$ cat src/rtl/mult_div_unit.sv
// Iterative signed multiply / restoring divide with HI/LO result registers.
// One operand bit per cycle in CALC, then one FIX cycle applies signs.
module mult_div_unit #(
    parameter int WIDTH = 32
) (
    input  logic             clk,
    input  logic             rst_n,
    input  logic             start,
    input  logic [3:0]       alu_ctrl,
    input  logic [WIDTH-1:0] a,
    input  logic [WIDTH-1:0] b,
    output logic             busy,
    output logic             done,
    output logic             div_by_zero,
    output logic [WIDTH-1:0] hi,
    output logic [WIDTH-1:0] lo
);
    localparam logic [3:0] OP_MULT = 4'b1111;
    localparam logic [3:0] OP_DIV  = 4'b0011;
    localparam int         CW      = $clog2(WIDTH + 1);

    typedef enum logic [1:0] {IDLE, CALC, FIX} state_t;

    state_t               state_q, state_d;
    logic [CW-1:0]        count_q, count_d;
    logic [2*WIDTH:0]     acc_q, acc_d;
    logic [WIDTH-1:0]     bmag_q, bmag_d;
    logic [WIDTH-1:0]     a_q, a_d;
    logic                 is_div_q, is_div_d;
    logic                 neg_res_q, neg_res_d;
    logic                 neg_rem_q, neg_rem_d;
    logic                 bzero_q, bzero_d;
    logic                 busy_q, busy_d;
    logic                 done_q, done_d;
    logic                 dbz_q, dbz_d;
    logic [WIDTH-1:0]     hi_q, hi_d;
    logic [WIDTH-1:0]     lo_q, lo_d;

    logic [WIDTH:0]       upper;
    logic [2*WIDTH:0]     shifted;
    logic [2*WIDTH-1:0]   prod;
    logic [WIDTH-1:0]     amag;

    always_comb begin
        state_d   = state_q;
        count_d   = count_q;
        acc_d     = acc_q;
        bmag_d    = bmag_q;
        a_d       = a_q;
        is_div_d  = is_div_q;
        neg_res_d = neg_res_q;
        neg_rem_d = neg_rem_q;
        bzero_d   = bzero_q;
        busy_d    = busy_q;
        hi_d      = hi_q;
        lo_d      = lo_q;
        done_d    = 1'b0;
        dbz_d     = 1'b0;
        upper     = '0;
        shifted   = '0;
        prod      = '0;
        amag      = a[WIDTH-1] ? -a : a;

        case (state_q)
            IDLE: begin
                if (start && (alu_ctrl == OP_MULT || alu_ctrl == OP_DIV)) begin
                    is_div_d  = (alu_ctrl == OP_DIV);
                    a_d       = a;
                    bmag_d    = b[WIDTH-1] ? -b : b;
                    acc_d     = {{(WIDTH+1){1'b0}}, amag};
                    neg_res_d = a[WIDTH-1] ^ b[WIDTH-1];
                    neg_rem_d = a[WIDTH-1];
                    bzero_d   = (b == '0);
                    count_d   = CW'(WIDTH);
                    busy_d    = 1'b1;
                    state_d   = CALC;
                end
            end
            CALC: begin
                if (is_div_q) begin
                    shifted = acc_q << 1;
                    if (shifted[2*WIDTH:WIDTH] >= {1'b0, bmag_q})
                        acc_d = {shifted[2*WIDTH:WIDTH] - {1'b0, bmag_q},
                                 shifted[WIDTH-1:1], 1'b1};
                    else
                        acc_d = shifted;
                end else begin
                    upper = acc_q[0] ? acc_q[2*WIDTH:WIDTH] + {1'b0, bmag_q}
                                     : acc_q[2*WIDTH:WIDTH];
                    acc_d = {1'b0, upper, acc_q[WIDTH-1:1]};
                end
                count_d = count_q - 1'b1;
                if (count_d == '0)
                    state_d = FIX;
            end
            FIX: begin
                if (is_div_q) begin
                    if (bzero_q) begin
                        hi_d  = a_q;
                        lo_d  = '1;
                        dbz_d = 1'b1;
                    end else begin
                        // Remainder follows the dividend's sign; quotient the xor.
                        hi_d = neg_rem_q ? -acc_q[2*WIDTH-1:WIDTH] : acc_q[2*WIDTH-1:WIDTH];
                        lo_d = neg_res_q ? -acc_q[WIDTH-1:0] : acc_q[WIDTH-1:0];
                    end
                end else begin
                    prod = neg_res_q ? -acc_q[2*WIDTH-1:0] : acc_q[2*WIDTH-1:0];
                    hi_d = prod[2*WIDTH-1:WIDTH];
                    lo_d = prod[WIDTH-1:0];
                end
                done_d  = 1'b1;
                busy_d  = 1'b0;
                state_d = IDLE;
            end
            default: state_d = IDLE;
        endcase
    end

    always_ff @(posedge clk) begin
        if (!rst_n) begin
            state_q   <= IDLE;
            count_q   <= '0;
            acc_q     <= '0;
            bmag_q    <= '0;
            a_q       <= '0;
            is_div_q  <= 1'b0;
            neg_res_q <= 1'b0;
            neg_rem_q <= 1'b0;
            bzero_q   <= 1'b0;
            busy_q    <= 1'b0;
            done_q    <= 1'b0;
            dbz_q     <= 1'b0;
            hi_q      <= '0;
            lo_q      <= '0;
        end else begin
            state_q   <= state_d;
            count_q   <= count_d;
            acc_q     <= acc_d;
            bmag_q    <= bmag_d;
            a_q       <= a_d;
            is_div_q  <= is_div_d;
            neg_res_q <= neg_res_d;
            neg_rem_q <= neg_rem_d;
            bzero_q   <= bzero_d;
            busy_q    <= busy_d;
            done_q    <= done_d;
            dbz_q     <= dbz_d;
            hi_q      <= hi_d;
            lo_q      <= lo_d;
        end
    end

    assign busy        = busy_q;
    assign done        = done_q;
    assign div_by_zero = dbz_q;
    assign hi          = hi_q;
    assign lo          = lo_q;
endmodule
$ cat config.mk
export PLATFORM = sky130hd
export DESIGN_NAME = mult_div_unit
export DESIGN_NICKNAME = d
export VERILOG_FILES = /design/src/rtl/mult_div_unit.sv
export SDC_FILE = /design/constraint.sdc
export NUM_CORES = 1
export LEC_CHECK = 0
export CELL_PAD_IN_SITES_DETAIL_PLACEMENT = 0
export CELL_PAD_IN_SITES_GLOBAL_PLACEMENT = 2
export CORE_UTILIZATION = 35
export DETAILED_ROUTE_END_ITERATION = 12
export HOLD_SLACK_MARGIN = 0.05
export PLACE_DENSITY_LB_ADDON = 0.1
export SYNTH_ARGS = -nofsm -noshare
export SYNTH_HDL_FRONTEND = slang
export SYNTH_SLANG_ARGS = --single-unit
$ cat constraint.sdc
create_clock -name clk -period 3.9 [get_ports clk]
set_input_delay 0.39 -clock clk [delete_from_list [all_inputs] [get_ports clk]]
set_output_delay 0.39 -clock clk [all_outputs]
set_load 0.005 [all_outputs]
==> metrics.cfg <==
[layout]
fill_cells = 4757
antennaDiodeCount = 0
area_growth_pct = 19.3
final_cell_mix = 344 x nand2_1, 205 x dfxtp_1, 190 x o21ai_0
fin_nets = 2416
final_common_cell = nand2_1
final_layout_size_suffix_gt1_share_pct = 8.50

[timing]
finalClockSkew_ps = 10.8
finalSetupViolations = 0
rsz0062_at_grt = no
maxSlewHeadroom_pct = 27.6
hold_violations = 0
finalMaxSlewViolations = 0
fmax_mhz = 282
whs_ps = 174
setup_tns_ps = 0
period_share_pct = 91.0
min_period_ps = 3550
tightest_slew_ps = 1090

[synth]
synth.distinct_cells = 78
syn_inst = 2189
syn_avg_cell_area_um2 = 7.49
ys.flop_type = dfxtp_1
ys_seq_area_share_pct = 25.3
netlist_area_um2 = 16400
ys_seq_elements = 207
synth_enable_flop_cells = 0
synth_nets = 2332
synthArstFlopShare_pct = 0
ys_warn_count = 0

[cts]
clkTransAtPathRegs_ps = 60
cts_resized = 0
insertion_delay_ps = 570
htree_levels = 1
clock_sinks = 207
cts_setup_buffers = 0
numCtsBuffers = 29
cts_buffer_depth = 3
cts_tree = done
cts-root-buf = clkbuf_16
cts-hold-fix-buffers = 0

[global_routing]
grt.total_usage_pct = 25.9
grt_pass1_wl_um = 96100
grt_pass1_vias = 15379
grt_start_max_net_pins = 135
antenna_found_initial = 0
overflow = 0

[route]
viasPerCell = 5.63
vias = 16293
wl_per_cell_um = 21.4
drc_errors = 0
dr.pass1.iters = 6
drtAntennaViolNets = 0
wirelength_um = 62100
first_iter_violations = 1397

[floorplan]
coreArea_um2 = 45800
fp.dieH_um = 218
die_w_um = 218
ios = 138
dieArea_um2 = 47700
rows = 78
initial_core_util_pct = 35.8

[worst_setup_path]
start_kind = flop
ff2ff_setup_slack_ps = 350
worstPathArrival_ps = 3980
r2r_start = bmag_q[24]$_SDFFE_PN0P_
cp_max_fo = 11
reg2reg_to = acc_q[0]$_SDFFE_PN0P_
cp_cell_sequence = inv_1, ha_1, nand2_1, nor2_1, a221oi_1, o22ai_1, a211oi_4, buf_4, nor2_1, a21oi_1, a21oi_1
critPathLaunch = bmag_q[24]$_SDFFE_PN0P_
cp-end-kind = flop
slowest_delay_ps = 540
reg2reg_depth = 11
cpMaxStageDelayCell = a221oi_1
crit_required_ps = 4330
worstSetupPathType = flop to flop

[placed_design]
dpl.hpwl_um = 46800
routabilityCongestion = 0.927
port_buffers = 137

[pwr]
vdd_drop_max_mv = 0.330
leakage_nw = 8.13
power_mw = 6.26
power_density_nw_per_um2 = 320

[hold_path]
hold_start = rst_n
min_path_cells = 3
hold_path_class = primary input to flop
hold_end = acc_q[0]$_SDFFE_PN0P_

[flow_run]
drv_cap = 0

[outcome]
outcome = finished clean

-- flip-flops by register name, indices dropped and copies added (netlist names), 2 cells and up --
signal	flops
a_q	32
state_q	2
bmag_q	32
hi	32
acc_q	65
count_q	6
lo	32
-- routing by layer --
layer / part of all wire [%] / routed length [um] / track usage [%] / vias to the layer above
li1: - / - / - / 8025
met1: 50 / 31200 / 39.3 / 7765
met2: 42 / 26100 / 38.2 / 428
met3: 5.7 / 3550 / 3.52 / 75
met4: 1.9 / 1210 / 5.31 / 0
met5: 0 / 0 / 0 / -
-- report_power, final --
part           switching, mW  internal [mW]
clock network           1.05           1.53
logic                  0.865          0.567
registers             0.0800           2.16
-- final cells by class --
cell class	count	area, um2	share of cell area, %
clock buffer	42	835	4.27
clock inverter	10	80.1	0.410
inverter	70	263	1.34
multi-input combinational	1724	11300	57.7
sequential	207	4150	21.2
tap	600	751	3.84
timing repair buffer	241	2200	11.2
-- cell families after synthesis --
group,count (synthesis),share of synthesized area [%]
flops,207,25.3
mux,72,4.47
xor+xnor,202,10.8
compound gates,691,27.8
fa+ha+maj,72,5.59
buf+inv,258,6.12
simple gates,687,19.9
-- per-stage QoR --
step	cells	util (%)	cell area [um2]	worst slack (ps)
final	2894	42.7	19600	350
after global routing	2894	42.7	19600	110
after floorplan	2189	-	16400	707
after global placement	2842	40.7	18600	353
after CTS	2894	42.7	19600	367
after detailed placement	2842	40.7	18600	365
-- worst max-delay path, delay by kind of cell, from the launching register on --
family	cells	cell delay, ps
buffers and inverters	2	320
AND/OR/NAND/NOR	3	390
adder cells (fa/ha/maj)	1	480
AO/OA/AOI/OAI	5	1770
flip-flops	1	420
-- how the worst max path moves through the flow --
stage | to | slack, ps
finish | acc_q[0]$_SDFFE_PN0P_ | 350
global route | acc_q[0]$_SDFFE_PN0P_ | 110
CTS | acc_q[0]$_SDFFE_PN0P_ | 370
detailed placement | bmag_q[30]$_SDFFE_PN0P_ | 360
global placement | bmag_q[30]$_SDFFE_PN0P_ | 350
floorplan | hi[23]$_SDFFE_PN0P_ | 710
-- cell usage after synthesis, drive strengths merged (45+ instances only) --
cell type,instances,area [um2]
nand2,345,1290
dfxtp,207,4140
o21ai,200,1000
clkbuf,164,618
a21oi,155,776
xor2,123,1080
xnor2,79,692
ha,70,876
inv,70,263
nor2,69,259
mux2i,63,631
o211ai,55,413
nand3,45,225
Note: power is estimated with default switching activity, not from simulation.
